**src/rtl/tt_bridge_pkg.sv**
```systemverilog
// Shared definitions for the TinyTapeout byte-serial register bridge.
// State encoding, command fields, uio bit positions and the status address.
package tt_bridge_pkg;

    typedef enum logic [1:0] {
        IDLE    = 2'd0,
        WR_DATA = 2'd1,
        RD_DATA = 2'd2
    } state_t;

    localparam int CMD_WR_BIT = 7;
    localparam int ADDR_MSB   = 6;
    localparam int ADDR_LSB   = 0;

    localparam int IN_VALID  = 0;
    localparam int IN_READY  = 1;
    localparam int OUT_VALID = 2;
    localparam int OUT_READY = 3;
    localparam int ERR       = 4;

    localparam logic [7:0] UIO_OE_MASK = 8'h16;
    localparam logic [6:0] STATUS_ADDR = 7'h7F;

    function automatic int cnt_width(input int bytes);
        return (bytes > 1) ? $clog2(bytes) : 1;
    endfunction

endpackage

```
**src/rtl/tt_bridge_regfile.sv**
```systemverilog
// Register bank for the byte bridge: one synchronous write port,
// one combinational read port; out-of-range addresses read 0, write nothing.
module tt_bridge_regfile #(
    parameter int DATA_W   = 16,
    parameter int NUM_REGS = 8
) (
    input  logic                         clk_i,
    input  logic                         rst_i,
    input  logic                         we_i,
    input  logic [6:0]                   waddr_i,
    input  logic [DATA_W-1:0]            wdata_i,
    input  logic [6:0]                   raddr_i,
    output logic [DATA_W-1:0]            rdata_o,
    output logic [DATA_W*NUM_REGS-1:0]   regs_flat_o
);

    localparam int AW = (NUM_REGS > 1) ? $clog2(NUM_REGS) : 1;
    localparam logic [6:0] NREGS7 = 7'(NUM_REGS);

    logic [DATA_W-1:0] mem_q [NUM_REGS];
    logic              unused_addr;

    assign unused_addr = ^{waddr_i, raddr_i};

    // Storage: cleared by reset, written only for in-range addresses.
    always_ff @(posedge clk_i) begin
        if (rst_i) begin
            for (int i = 0; i < NUM_REGS; i++) begin
                mem_q[i] <= '0;
            end
        end else if (we_i && (waddr_i < NREGS7)) begin
            mem_q[waddr_i[AW-1:0]] <= wdata_i;
        end
    end

    // Read port: bad addresses return all zeros.
    always_comb begin
        rdata_o = '0;
        if (raddr_i < NREGS7) begin
            rdata_o = mem_q[raddr_i[AW-1:0]];
        end
    end

    for (genvar g = 0; g < NUM_REGS; g++) begin : g_flat
        assign regs_flat_o[g*DATA_W +: DATA_W] = mem_q[g];
    end

endmodule

```
**src/rtl/tt_byte_reg_bridge.sv**
```systemverilog
// Byte-serial valid/ready register bridge for a TinyTapeout user project.
// Optional macro TT_BRIDGE_ERRCNT_EN adds a bad-address counter at 0x7F.
module tt_byte_reg_bridge
    import tt_bridge_pkg::*;
#(
    parameter int DATA_W   = 16,
    parameter int NUM_REGS = 8
) (
    input  logic                        clk,
    input  logic                        rst,
    input  logic                        ena,
    input  logic [7:0]                  ui_in,
    input  logic [7:0]                  uio_in,
    output logic [7:0]                  uo_out,
    output logic [7:0]                  uio_out,
    output logic [7:0]                  uio_oe,
    output logic [DATA_W*NUM_REGS-1:0]  regs_flat
);

    localparam int BYTES = DATA_W / 8;
    localparam int CW = cnt_width(BYTES);
    localparam logic [CW-1:0] LAST = CW'(BYTES - 1);
    localparam logic [6:0] NREGS7 = 7'(NUM_REGS);

    state_t              state_q, state_d;
    logic                in_valid, out_ready;
    logic                in_ready, out_valid;
    logic                in_fire, out_fire;
    logic                cmd_wr, cmd_bad, cmd_status;
    logic [6:0]          cmd_addr, addr_q;
    logic [CW-1:0]       cnt_q, cnt_nx;
    logic                last_byte;
    logic [CW+2:0]       off_q, off_nx;
    logic [DATA_W-1:0]   wbuf_q, snap_q;
    logic [DATA_W-1:0]   wr_word, rd_word, rf_rdata;
    logic [7:0]          uo_q;
    logic                err_q;
    logic                rf_we;
    logic                unused_uio;

    assign in_valid   = ena & uio_in[IN_VALID];
    assign out_ready  = ena & uio_in[OUT_READY];
    assign unused_uio = ^{uio_in[7:4], uio_in[2:1]};

    assign in_fire  = in_valid & in_ready;
    assign out_fire = out_valid & out_ready;

    assign cmd_wr   = ui_in[CMD_WR_BIT];
    assign cmd_addr = ui_in[ADDR_MSB:ADDR_LSB];
    assign cmd_bad  = !(cmd_addr < NREGS7) && !cmd_status;

    assign cnt_nx    = cnt_q + CW'(1);
    assign last_byte = (cnt_q == LAST);
    assign off_q     = {cnt_q, 3'b000};
    assign off_nx    = {cnt_nx, 3'b000};

    assign rf_we = (state_q == WR_DATA) && in_fire && last_byte;

    tt_bridge_regfile #(
        .DATA_W   (DATA_W),
        .NUM_REGS (NUM_REGS)
    ) u_regfile (
        .clk_i       (clk),
        .rst_i       (rst),
        .we_i        (rf_we),
        .waddr_i     (addr_q),
        .wdata_i     (wr_word),
        .raddr_i     (cmd_addr),
        .rdata_o     (rf_rdata),
        .regs_flat_o (regs_flat)
    );

`ifdef TT_BRIDGE_ERRCNT_EN
    logic [7:0] errcnt_q;

    assign cmd_status = (cmd_addr == STATUS_ADDR);

    // Saturating count of bad commands; a write to the status address clears it.
    always_ff @(posedge clk) begin
        if (rst) begin
            errcnt_q <= '0;
        end else if ((state_q == IDLE) && in_fire && cmd_bad) begin
            if (errcnt_q != 8'hFF) begin
                errcnt_q <= errcnt_q + 8'd1;
            end
        end else if (rf_we && (addr_q == STATUS_ADDR)) begin
            errcnt_q <= '0;
        end
    end
`else
    assign cmd_status = 1'b0;
`endif

    // Word captured at read-command acceptance.
    always_comb begin
        rd_word = rf_rdata;
`ifdef TT_BRIDGE_ERRCNT_EN
        if (cmd_status) begin
            rd_word = DATA_W'(errcnt_q);
        end
`endif
    end

    // Final write word: assembled bytes with the current byte merged in.
    always_comb begin
        wr_word = wbuf_q;
        wr_word[off_q +: 8] = ui_in;
    end

    // State register.
    always_ff @(posedge clk) begin
        if (rst) begin
            state_q <= IDLE;
        end else begin
            state_q <= state_d;
        end
    end

    // Next-state logic.
    always_comb begin
        state_d = state_q;
        unique case (state_q)
            IDLE: begin
                if (in_fire) begin
                    state_d = cmd_wr ? WR_DATA : RD_DATA;
                end
            end
            WR_DATA: begin
                if (in_fire && last_byte) begin
                    state_d = IDLE;
                end
            end
            RD_DATA: begin
                if (out_fire && last_byte) begin
                    state_d = IDLE;
                end
            end
            default: state_d = IDLE;
        endcase
    end

    // Handshake outputs decoded from the current state.
    always_comb begin
        in_ready  = 1'b0;
        out_valid = 1'b0;
        unique case (state_q)
            IDLE:    in_ready  = 1'b1;
            WR_DATA: in_ready  = 1'b1;
            RD_DATA: out_valid = 1'b1;
            default: in_ready  = 1'b0;
        endcase
    end

    // Address latch, byte counter, write assembly, read snapshot and err.
    always_ff @(posedge clk) begin
        if (rst) begin
            addr_q <= '0;
            cnt_q  <= '0;
            wbuf_q <= '0;
            snap_q <= '0;
            uo_q   <= '0;
            err_q  <= 1'b0;
        end else begin
            unique case (state_q)
                IDLE: begin
                    if (in_fire) begin
                        addr_q <= cmd_addr;
                        cnt_q  <= '0;
                        wbuf_q <= '0;
                        if (!cmd_wr) begin
                            snap_q <= rd_word;
                            uo_q   <= rd_word[7:0];
                        end
                        if (cmd_bad) begin
                            err_q <= 1'b1;
                        end
                    end
                end
                WR_DATA: begin
                    if (in_fire) begin
                        wbuf_q[off_q +: 8] <= ui_in;
                        cnt_q <= last_byte ? '0 : cnt_nx;
                    end
                end
                RD_DATA: begin
                    if (out_fire) begin
                        if (last_byte) begin
                            cnt_q <= '0;
                            uo_q  <= '0;
                        end else begin
                            cnt_q <= cnt_nx;
                            uo_q  <= snap_q[off_nx +: 8];
                        end
                    end
                end
                default: cnt_q <= '0;
            endcase
        end
    end

    // Status byte on the bidirectional pins.
    always_comb begin
        uio_out            = '0;
        uio_out[IN_READY]  = in_ready;
        uio_out[OUT_VALID] = out_valid;
        uio_out[ERR]       = err_q;
    end

    assign uo_out = uo_q;
    assign uio_oe = UIO_OE_MASK;

endmodule

```
**config.mk**
```make
export PLATFORM = sky130hd
export DESIGN_NAME = tt_byte_reg_bridge
export DESIGN_NICKNAME = d
export VERILOG_FILES = /design/src/rtl/tt_bridge_pkg.sv /design/src/rtl/tt_bridge_regfile.sv /design/src/rtl/tt_byte_reg_bridge.sv
export SDC_FILE = /design/constraint.sdc
export NUM_CORES = 1
export LEC_CHECK = 0
export ABC_AREA = 0
export BUFFER_PORTS_ARGS = -buffer_cell sky130_fd_sc_hd__buf_2
export CORE_MARGIN = 3
export CORE_UTILIZATION = 50
export CTS_CLUSTER_SIZE = 12
export DETAILED_ROUTE_END_ITERATION = 8
export PLACE_DENSITY = 0.75
export SETUP_SLACK_MARGIN = 0.1
export SLEW_MARGIN = 25
export SYNTH_ARGS = -nofsm -noshare
export SYNTH_HDL_FRONTEND = slang
export SYNTH_SLANG_ARGS = --single-unit
```
**constraint.sdc**
```tcl
create_clock -name clk -period 4.8 [get_ports clk]
set_clock_uncertainty 0.1 [all_clocks]
set_input_delay 0 -clock clk [delete_from_list [all_inputs] [get_ports clk]]
set_output_delay 0 -clock clk [all_outputs]
set_load 0.02 [all_outputs]
```
# == Word level (Yosys, flattened, before mapping) ==
# Memory sizes are Yosys's and may differ from the RTL's.
# Cells that the tools add are included.
# W data, S select, Z words.
# word_totals
ff_bits,51
latchBits,0
ram_bits,128
rom_bits,0
input_bits,19
out_inout_bits,152
mem_count,1
# classes
n_addsub,2
mul,0
div_mod_pow,0
order_cmp,2
eq_ne,8
n_shift,3
mux,30
n_bitwise,6
n_reduce_logical,17
# mem_list
memory,depth,word_bits,read_ports,rd_ports_with_merged_regs,write_ports,line,rtl
u_regfile.mem_q,8,16,9,0,8,tt_bridge_regfile.sv:20,logic [DATA_W-1:0] mem_q [NUM_REGS];
# ops
cell,n
$mux W16,4
$mux W8,4
$pmux W16 S2,1
$bwmux W16,1
$pmux W8 S2,1
$reduce_or A16 Y1,1
$shift A8 B6 Y16 const A,1
$shiftx A16 B5 Y8,1
$shiftx A8 B6 Y16,1
$reduce_and A3 Y1,5
$lt A7 B4 Y1 const B,2
$mux W1,12
$ne A2 B2 Y1 const B,5
$mux W2,4
$neg A4 Y6,1
$pmux W2 S3,1
$logic_and A1 B1 Y1,5
$and A1 B1 Y1,4
$reduce_and A4 Y1,1
$reduce_bool A2 Y1,2
$mux W3,1
$pmux W1 S3,1
$eq A2 B1 Y1 const B,1
$eq A2 B2 Y1 const B,1
6 further kinds,7

# == Logic depth before layout (Yosys ltp) ==
# Gate-level depths: netlist (run 1).
# depth
ltp_word,12
mapped_depth,8
ltp_nobuf,6

# == Cells and area by module ==
# Synthesis (run 1) repeated with hierarchy kept, for this count alone.
# hier_totals
hier_cells,623
area_unflattened_um2,7783.7
# by_module_without_submodules
module,instances,cells_each,area_each_um2,seq_area_each_um2
tt_bridge_regfile,1,383,5576.6,3843.7
tt_byte_reg_bridge,1,240,2207.1,860.8

# == Least setup slack after synthesis (run 1) ==
# No wires, ideal clock.
# synth_path
path_type,register to register
from,register state_q[1]
to,"memory u_regfile.mem_q[5][0], enable pin"
setup_time_ns,0.375
arrival_time_ns,2.069
required_time_ns,4.325
path_slack_ns,2.256
path_stages_with_launch,8
synth_period_minus_slack_ns,2.544
cell_sequence,dfxtp_1 inv_1 ha_1 nand4bb_1 or4_4 or3b_1 buf_6 nand2b_1
# synth_lines
element,line,rtl
start: declaration,tt_byte_reg_bridge.sv:25,"state_t state_q, state_d;"
start signal: assignment,tt_byte_reg_bridge.sv:115,state_q <= state_d;
end: declaration,tt_bridge_regfile.sv:20,

==> results.yml, run 1 <==
pwr:
  p_leak_uw: 0.003512
  swShare_pct: 25.32
  seqPwrFrac_pct: 46.8
  p_comb_share_pct: 13.8
  ir_drop_uv: 290.7
  p_int_uw: 2669
  p_sw_uw: 905.2
  p_per_area_nw_per_um2: 394.7
  p_clk_share_pct: 39.3
worst_setup_path:
  required_ns: 4.75
  end_kind: "register"
  worstSetupPathType: "reg -> reg"
  cp.arrival_ns: 3.70
  critPathMaxFanout: 20
  worstSetupStartpointType: "register"
final_layout:
  area_growth_pct: 19.89
  final_nets: 747
  drive_gt1_share_pct: 33.60
  layout_common_cells: "nor2_1 (157), buf_2 (151), edfxtp_1 (128), dfxtp_1 (43), mux2i_1 (34)"
  final_common_cell: "nor2_1"
  antenna_cells: 0
placed_design:
  finalWeightedCongestion: 0.8303
  port_buffers: 151
  dp_hpwl_mm: 13.86
sta:
  setup_viol: 0
  post-route-period-util_pct: 78.18
  period_minus_slack_ns: 3.753
  report.final.slew_viol_count: 0
  tightestPinTransition_ns: 1.066
  setup_tns_ns: 0
  grt_setup_unrepaired: "no"
  hold_viol_final: 0
  timing.fmax_mhz: 266.5
  whs_ns: 0.003305
  slew_headroom_pct: 28.95
global_route:
  antenna_found_initial: 0
  grt_pass1_vias: 5351
  grt_pass1_wl_mm: 30.65
  grt_util_all_layers_pct: 24.89
  grt_overflow: 0
  grt_max_degree: 49
drt:
  drtPass1Iterations: 5
  drt_iter0_markers: 549
  via_count: 5429
  routed_wl_mm: 20.57
  drc: 0
  wl_per_cell_um: 22.31
  viasPerCell: 5.888
  ant_nets: 0
logic_synthesis:
  synth-simple-area-share_pct: 13.17
  async_flop_share_pct: 0
  synthCells: 582
  synthFlopType: "edfxtp_1"
  synth_area_per_cell_sq_um: 12.98
  synth_compound_area_share_pct: 4.356
  synthDistinctLibCells: 40
  ys_ff_latch: 171
  synthXorXnorAreaFrac_pct: 0
  synth_fa_ha_area_share_pct: 0.4969
  synth_seq_area_share_pct: 62.28
  yosys_warnings: 0
  synthMuxAreaShare_pct: 15.39
  syn_area_sq_um: 7553
  synth_top_family_by_area: "multiplexers"
  synth_edf_count: 128
die:
  top_level_ports: 171
  coreArea_sq_um: 14640
  std_cell_rows: 44
  die_w_um: 128.9
  dieHeight_um: 128.9
  die_area_sq_um: 16620
  initial_utilization_pct: 51.58
flow_run:
  cap_violations: 0
clock_network:
  cts_tree: "done"
  clock_sinks: 171
  post_cts_buffers: 0
  clk_path_buf_depth: 2
  clk_latency_ns: 0.43
  cts_made_buffers: 17
  htreeDepth: 4
  root_buffer: "clkbuf_16"
  clkTransAtPathRegs_ns: 0.06
outcome:
  outcome: "finished clean"
min_path:
  hp-class: "in -> reg"
cell families after synthesis:
group           after synthesis
simple gates                225
flops                       171
compound gates               46
other cells                   2
buf+inv                      60
mux                          75
fa+ha+maj                     3
worst max-delay path: stages, from the launching register on:
cell and delay (ns):
dfxtp_1 0.33, inv_1 0.08, ha_1 0.66, nand4bb_1 0.25, or4_4 0.54, or3b_1 0.66, nand2b_1 0.74
sequential cells by signal, indices dropped and copies added, names as in the netlist:
| name | flops |
|---|---|
| snap_q | 8 |
| u_regfile.mem_q | 128 |
| err_q | 1 |
| uo_out | 8 |
| state_q | 2 |
| wbuf_q | 16 |
| cnt_q | 1 |
| addr_q | 7 |
through the flow:
step	utilization, %	setup WS (ns)	area (sq um)	std cells	power, uW
finish	61.84	1.047	9056	922	3575
global route	61.84	0.8024	9056	922	3669
CTS	61.79	1.033	9049	922	3568
detailed placement	57.18	1.062	8373	884	2186
global placement	57.18	1.169	8373	884	2171
floorplan	-	2.256	7595	593	2051
per-layer routing:
metal	global-route usage, %	wire length [um]	up-vias
li1	-	-	2357
met2	42.47	10560	320
met4	8.833	478	0
met5	0	0	-
met1	31.65	7632	2700
met3	5.230	1895	52
cells in the mapped netlist, types with 2 or more instances:
| library cell | instances | area [sq um] |
|---|---|---|
| dfxtp_1 | 43 | 860.8 |
| mux2i_1 | 34 | 340.3 |
| o22ai_1 | 7 | 43.79 |
| mux4_2 | 32 | 720.7 |
| or2_2 | 2 | 12.51 |
| a21oi_1 | 9 | 45.04 |
| buf_1 | 5 | 18.77 |
| edfxtp_1 | 128 | 3844 |
| mux2_2 | 9 | 101.4 |
| nor2_2 | 10 | 62.56 |
| buf_2 | 8 | 40.04 |
| nor2_1 | 157 | 589.3 |
| nand3b_1 | 2 | 15.01 |
| nor2b_1 | 3 | 18.77 |
| inv_1 | 4 | 15.01 |
| ha_1 | 3 | 37.54 |
| a22oi_1 | 17 | 127.6 |
| buf_6 | 3 | 33.78 |
| nand2b_1 | 10 | 62.56 |
| clkbuf_1 | 24 | 90.09 |
| nand3_1 | 2 | 10.01 |
| nor4_2 | 2 | 25.02 |
| or3b_1 | 2 | 17.52 |
| buf_4 | 16 | 120.1 |
| conb_1 | 2 | 7.510 |
| nand2_1 | 21 | 78.83 |
| and2_1 | 7 | 43.79 |
| a22o_1 | 8 | 70.07 |
cell type report:
class	count	area, sq um
fillers	1123	5588
flip-flops and latches	171	4705
multi-input cells	362	2585
repair buffers	169	905.9
clock buffers	28	571.8
well taps	184	230.2
clock inverters	4	43.79
inverters	4	15.01
timing repair:
action	in CTS	in global routing
gates resized for setup	0	0
hold buffers	6	0
endpoints found under the setup margin	0	0
hold endpoints to repair	7	0
path summary, 6_finish.rpt:
kind / startpoint / to / slack, ns / cells after the start
setup / recovery: state_q[1] / u_regfile.mem_q[3][9] / 1.05 / 6
hold / removal: ena / cnt_q / 0.003 / 5
setup reg to reg: state_q[1] / u_regfile.mem_q[3][9] / 1.05 / 6
hold reg to reg: addr_q[5] / addr_q[5] / 0.36 / 2
power groups by stage:
| stage | Sequential [uW] | Combinational (uW) | Clock, uW |
|---|---|---|---|
| global placement | 1700 | 469 | 0 |
| floorplan | 1740 | 306 | 0 |
| CTS | 1670 | 489 | 1410 |
| detailed placement | 1700 | 482 | 0 |
| finish | 1670 | 495 | 1410 |
| global route | 1680 | 528 | 1460 |
Power figures use the tool's default switching activity.
==> run 2, diff against run 1 <==
--- a/config.mk
+++ b/config.mk
@@ -5,13 +5,13 @@
 export SDC_FILE = /design/constraint.sdc
 export NUM_CORES = 1
 export LEC_CHECK = 0
-export ABC_AREA = 0
+export ABC_AREA = 1
 export BUFFER_PORTS_ARGS = -buffer_cell sky130_fd_sc_hd__buf_2
 export CORE_MARGIN = 3
-export CORE_UTILIZATION = 50
+export CORE_UTILIZATION = 49
 export CTS_CLUSTER_SIZE = 12
 export DETAILED_ROUTE_END_ITERATION = 8
-export PLACE_DENSITY = 0.75
+export PLACE_DENSITY = 0.76
 export SETUP_SLACK_MARGIN = 0.1
 export SLEW_MARGIN = 25
 export SYNTH_ARGS = -nofsm -noshare
==> constraint.sdc (replaced) <==
create_clock -name clk -period 3.4 [get_ports clk]
set_clock_uncertainty 0.1 [all_clocks]
set_input_delay 0 -clock clk [delete_from_list [all_inputs] [get_ports clk]]
set_output_delay 0 -clock clk [all_outputs]
set_load 0.02 [all_outputs]
==> run 2 against run 1 <==
Net effect: worst setup slack worse by 0.75 ns; flip-flop and latch count unchanged; register-to-register slack worse by 0.43 ns; synthesized area up 2.1%; count of clock-buffer cells in the layout down 4; sequential share of layout area down 0.99 points; combinational power rose to 3.2 times the previous value; cell count up 33%; non-clock buffer count up 14; routed wire length up 15%; die area up 4.0%; via count up 24%; largest power group unchanged.
==> results.yml, run 2 <==
sta:
  timing.fmax_mhz: 322.3
  report.final.slew_viol_count: 0
  grt_setup_unrepaired: "no"
  setup_ws_ns: 0.2972
  slew_headroom_pct: 24.12
  setup_tns_ns: 0
  hold_viol_final: 0
  post-route-period-util_pct: 91.26
  period_minus_slack_ns: 3.103
  setup_viol: 0
  tightestPinTransition_ns: 1.131
drt:
  viasPerCell: 5.510
  ant_nets: 0
  drt_iter0_markers: 1043
  wl_per_cell_um: 19.22
  drtPass1Iterations: 6
  drc: 0
  routed_wl_mm: 23.57
  via_count: 6755
die:
  die_w_um: 131.5
  top_level_ports: 171
  dieHeight_um: 131.5
  std_cell_rows: 45
  die_area_sq_um: 17280
  initial_utilization_pct: 50.37
  coreArea_sq_um: 15310
worst_setup_path:
  max_stage_delay_ns: 0.71
  critPathMaxFanout: 17
  required_ns: 3.36
  worstSetupPathType: "in -> reg"
  worstSetupStartpointType: "input port"
  worstPathCellList: "dlygate4sd3_1, buf_2, nand2_1, dlygate4sd3_1, inv_2, nand2_2, nor4_4, nand3_2, nand2_1"
  cp.arrival_ns: 3.06
  end_kind: "register"
  cp_slowest_cell: "nor4_4"
clock_network:
  post_cts_buffers: 0
  cts_made_buffers: 17
  htreeDepth: 4
  clock_sinks: 171
  root_buffer: "clkbuf_16"
  clk_latency_ns: 0.43
  clk_path_buf_depth: 2
  cts_tree: "done"
  clkTransAtPathRegs_ns: 0.06
final_layout:
  fill_cells: 1318
  largest_reg_flops: 128
  multi_input_area_sq_um: 2549
  area_growth_pct: 19.68
  antenna_cells: 0
  final_common_cell: "nor2_1"
  drive_gt1_share_pct: 21.18
  largestRegisters: "u_regfile.mem_q (128), wbuf_q (16)"
  layout_common_cells: "nor2_1 (266), buf_2 (151), edfxtp_1 (128), nand2_1 (82), o21ai_0 (69)"
  stdcell_count: 1226
  top_register: "u_regfile.mem_q"
  final_nets: 1026
  seq_area_sq_um: 4705
outcome:
  outcome: "finished clean"
flow_run:
  cap_violations: 0
logic_synthesis:
  ys_top_cells_by_area: "edfxtp_1 (50%), nor2_1 (13%), dfxtp_1 (11%)"
  syn_area_sq_um: 7714
  synth_most_common_cell: "nor2_1"
  ys_ff_latch: 171
  synth_edf_count: 128
  synthDistinctLibCells: 26
  yosys_warnings: 0
  synth_area_leader_cell: "edfxtp_1"
  netlist_top_cells_count: "nor2_1 (266), edfxtp_1 (128), nand2_1 (82)"
  synthFlopType: "edfxtp_1"
  synth_seq_area_share_pct: 60.99
  async_flop_share_pct: 0
  synth_area_per_cell_sq_um: 9.043
  synthCells: 853
  synth_top_area_share_pct: 49.83
placed_design:
  dp_hpwl_mm: 16.34
  dp.cells: 1185
  pre_cts_slack_ns: 0.6383
  finalWeightedCongestion: 0.9220
  port_buffers: 151
pwr:
  p_leak_uw: 0.003850
  fin_total_pwr_uw: 5679
  p_per_area_nw_per_um2: 615.2
  ir_drop_uv: 393.2
global_route:
  grt_overflow: 0
  antenna_found_initial: 0
  grt_max_degree: 41
  grt_pass1_vias: 6183
  grt_pass1_wl_mm: 34.89
  grt_util_all_layers_pct: 26.90
min_path:
  hp-class: "in -> reg"
run 2: changes by cell type after synthesis, sizes merged, moves of 32 or more:
| cell | before | now |
|---|---|---|
| nor2 | 167 | 266 |
| mux4 | 32 | 0 |
| mux2i | 34 | 0 |
| a21oi | 9 | 42 |
| o21ai | 0 | 85 |
| nand2 | 21 | 83 |
| nand3 | 2 | 59 |
| inv | 4 | 53 |
run 2: logic make-up after synthesis:
kind of cell    synth area share (%)
compound gates                 9.148
other cells                  0.09736
buf+inv                        6.748
flops                          60.99
simple gates                   22.53
fa+ha+maj                     0.4867
run 2: final timing paths:
path                                 to       start  cells after the start  slack (ns)
setup reg to reg  u_regfile.mem_q[3][7]  state_q[1]                      6        0.62
hold reg to reg               addr_q[6]   addr_q[6]                      2        0.36
setup / recovery  u_regfile.mem_q[3][7]         ena                      9        0.30
hold / removal                addr_q[0]    ui_in[0]                      4        0.09
run 2: metal layers:
layer / GRT usage [%] / routed length (um)
met4: 12.37 / 887
met5: 0 / 0
met2: 41.46 / 10780
met3: 5.283 / 2846
met1: 37.00 / 9054
run 2: power breakdown:
part / internal [uW] / switching [uW]
clock network: 911 / 739
logic: 374 / 1210
registers: 2370 / 76.6
total: 3660 / 2020
run 2: timing repair:
| action | CTS | global route |
|---|---|---|
| resized for setup | 0 | 0 |
| endpoints found under the hold margin | 20 | 0 |
| hold buffers | 11 | 0 |
| endpoints found under the setup margin | 0 | 0 |
run 2: area by class of cell:
class                           instances  area share [%]
Clock buffer                           24           4.893
Clock inverter                          6          0.2711
Inverter                               57           2.318
Multi-Input combinational cell        574           27.61
Sequential cell                       171           50.96
Tap cell                              211           2.860
Timing Repair Buffer                  183           11.09
run 2: through the flow:
| step | hold WS [ns] | utilization (%) | cell area (sq um) |
|---|---|---|---|
| after floorplan | 0.09160 | - | 7755 |
| after global placement | 0.2329 | 56.32 | 8626 |
| after detailed placement | 0.2548 | 56.35 | 8630 |
| after CTS | 0.06134 | 60.18 | 9216 |
| after global routing | 0.1591 | 60.28 | 9231 |
| final | 0.08798 | 60.28 | 9231 |
run 2: worst max-delay path, delay by kind of cell:
family / cells / cell delay (ns)
buf+inv: 4 / 1.34
simple gates: 5 / 1.71
==> run 3, diff against run 2 <==
--- a/config.mk
+++ b/config.mk
@@ -9,6 +9,7 @@
 export BUFFER_PORTS_ARGS = -buffer_cell sky130_fd_sc_hd__buf_2
 export CORE_MARGIN = 3
 export CORE_UTILIZATION = 49
+export CTS_BUF_LIST = sky130_fd_sc_hd__clkbuf_4 sky130_fd_sc_hd__clkbuf_8 sky130_fd_sc_hd__clkbuf_16
 export CTS_CLUSTER_SIZE = 12
 export DETAILED_ROUTE_END_ITERATION = 8
 export PLACE_DENSITY = 0.76
==> run 3 against run 2 <==
Net effect: routed wire length rose by 0.44%; worst setup slack got worse by 0.024 ns; worst hold slack got worse by 0.0036 ns; maximum frequency fell by 0.78%; highest routed layer unchanged; largest power group unchanged; core utilization rose by 0.17 points.
==> results.yml, run 3 (synthesized netlist as in run 2, its figures left out) <==
worst_setup_path:
  critical-path-top-delay-family: "simple AND/OR/NAND/NOR gates"
  worstSetupPathType: "in -> reg"
  cp_slowest_cell: "nor4_4"
  end_kind: "register"
  worstPathCellList: "dlygate4sd3_1, buf_2, nand2_1, dlygate4sd3_1, inv_2, nand2_2, nor4_4, nand3_2, nand2_1"
  reg2reg_setup_slack_ns: 0.59
  critPathMaxFanout: 17
  max_stage_delay_ns: 0.73
  worstSetupStartpointType: "input port"
  critPathBufInv: 4
  cp.arrival_ns: 3.09
  required_ns: 3.36
  crit_cells: 9
  reg2reg_depth: 6
pwr:
  p_sw_uw: 2032
  fin_total_pwr_uw: 5745
  p_leak_uw: 0.003874
  p_per_area_nw_per_um2: 620.6
  ir_drop_uv: 424.7
  swShare_pct: 35.38
  p_comb_share_pct: 27.5
  p_clk_share_pct: 29.9
  p_int_uw: 3713
  seqPwrFrac_pct: 42.6
min_path:
  hp-class: "in -> reg"
  hold_depth: 4
final_layout:
  fill_cells: 1320
  final_common_cell: "nor2_1"
  antenna_cells: 0
  largestRegisters: "u_regfile.mem_q (128), wbuf_q (16)"
  drive_gt1_share_pct: 21.87
  final_nets: 1026
  multi_input_area_sq_um: 2549
  seq_area_sq_um: 4705
  top_register: "u_regfile.mem_q"
  largest_reg_flops: 128
  area_growth_pct: 20.02
  layout_common_cells: "nor2_1 (266), buf_2 (151), edfxtp_1 (128), nand2_1 (82), o21ai_0 (69)"
die:
  dieHeight_um: 131.5
  die_area_sq_um: 17280
  coreArea_sq_um: 15310
  die_w_um: 131.5
  top_level_ports: 171
  initial_utilization_pct: 50.37
  std_cell_rows: 45
sta:
  setup_tns_ns: 0
  setup_viol: 0
  report.final.slew_viol_count: 0
  tightestPinTransition_ns: 1.083
  slew_headroom_pct: 27.34
  post-route-period-util_pct: 91.97
  timing.fmax_mhz: 319.8
  period_minus_slack_ns: 3.127
  setup_ws_ns: 0.2729
  hold_viol_final: 0
  grt_setup_unrepaired: "no"
placed_design:
  port_buffers: 151
  finalWeightedCongestion: 0.9220
  pre_cts_slack_ns: 0.6383
  dp_hpwl_mm: 16.34
global_route:
  grt_pass1_vias: 6160
  grt_max_degree: 41
  antenna_found_initial: 0
  grt_pass1_wl_mm: 34.96
  grt_overflow: 0
  grt_util_all_layers_pct: 26.96
drt:
  drtPass1Iterations: 5
  wl_per_cell_um: 19.31
  routed_wl_mm: 23.67
  via_count: 6790
  drt_iter0_markers: 1056
  viasPerCell: 5.538
  drc: 0
  ant_nets: 0
clock_network:
  post_cts_buffers: 0
  cts_tree: "done"
  clock_sinks: 171
  cts.repair.resized: 0
  clkTransAtPathRegs_ns: 0.06
  clk_latency_ns: 0.44
  clk_path_buf_depth: 2
  root_buffer: "clkbuf_16"
  cts_made_buffers: 17
  htreeDepth: 4
outcome:
  outcome: "finished clean"
flow_run:
  cap_violations: 0
[run 3: cell counts in the layout (fill, tap and decap cells not counted)]
No cell type changed its count.
[run 3: final timing paths]
check              from                     to
max                 ena  u_regfile.mem_q[3][7]
min reg2reg   addr_q[6]              addr_q[6]
min            ui_in[0]              addr_q[0]
max reg2reg  state_q[1]  u_regfile.mem_q[3][7]
[run 3: power groups by stage]
stage,Combinational (uW),Sequential (uW),Clock (uW)
after floorplan,864,2580,0
after global placement,1490,2490,0
after detailed placement,1510,2490,0
after CTS,1530,2450,1710
after global routing,1690,2460,1790
final,1580,2450,1710
[run 3: cell type report]
type / count / share of cell area, %
flip-flops and latches: 171 / 50.82
clock inverters: 6 / 0.2703
repair buffers: 183 / 11.06
inverters: 57 / 2.311
clock buffers: 24 / 5.163
multi-input cells: 574 / 27.53
well taps: 211 / 2.852
[run 3: per-stage QoR]
step / cells / hold WS, ns / cell area [sq um] / util, %
floorplan: 864 / 0.09160 / 7755 / -
global placement: 1185 / 0.2329 / 8626 / 56.32
detailed placement: 1185 / 0.2548 / 8630 / 56.35
CTS: 1226 / 0.05973 / 9243 / 60.35
global route: 1226 / 0.1577 / 9258 / 60.45
finish: 1226 / 0.08442 / 9258 / 60.45
[run 3: per-layer routing]
metal	wire [um]	vias to the layer above	part of all wire, %	global-route usage, %
met1	9215	3184	39	37.00
li1	-	3104	-	-
met3	2751	43	12	5.666
met4	740	0	3.1	11.61
met5	0	-	0	0
met2	10960	459	46	41.75
[run 3: what timing repair did]
| item | in CTS | in global routing |
|---|---|---|
| setup endpoints to repair | 0 | 0 |
| hold endpoints to repair | 20 | 0 |
| hold buffers | 11 | 0 |
[run 3: worst min-delay path, cell delays in order]
cell and delay (ns):
buf_2 0.11, buf_4 0.22, o21ai_0 0.18, a21oi_1 0.04
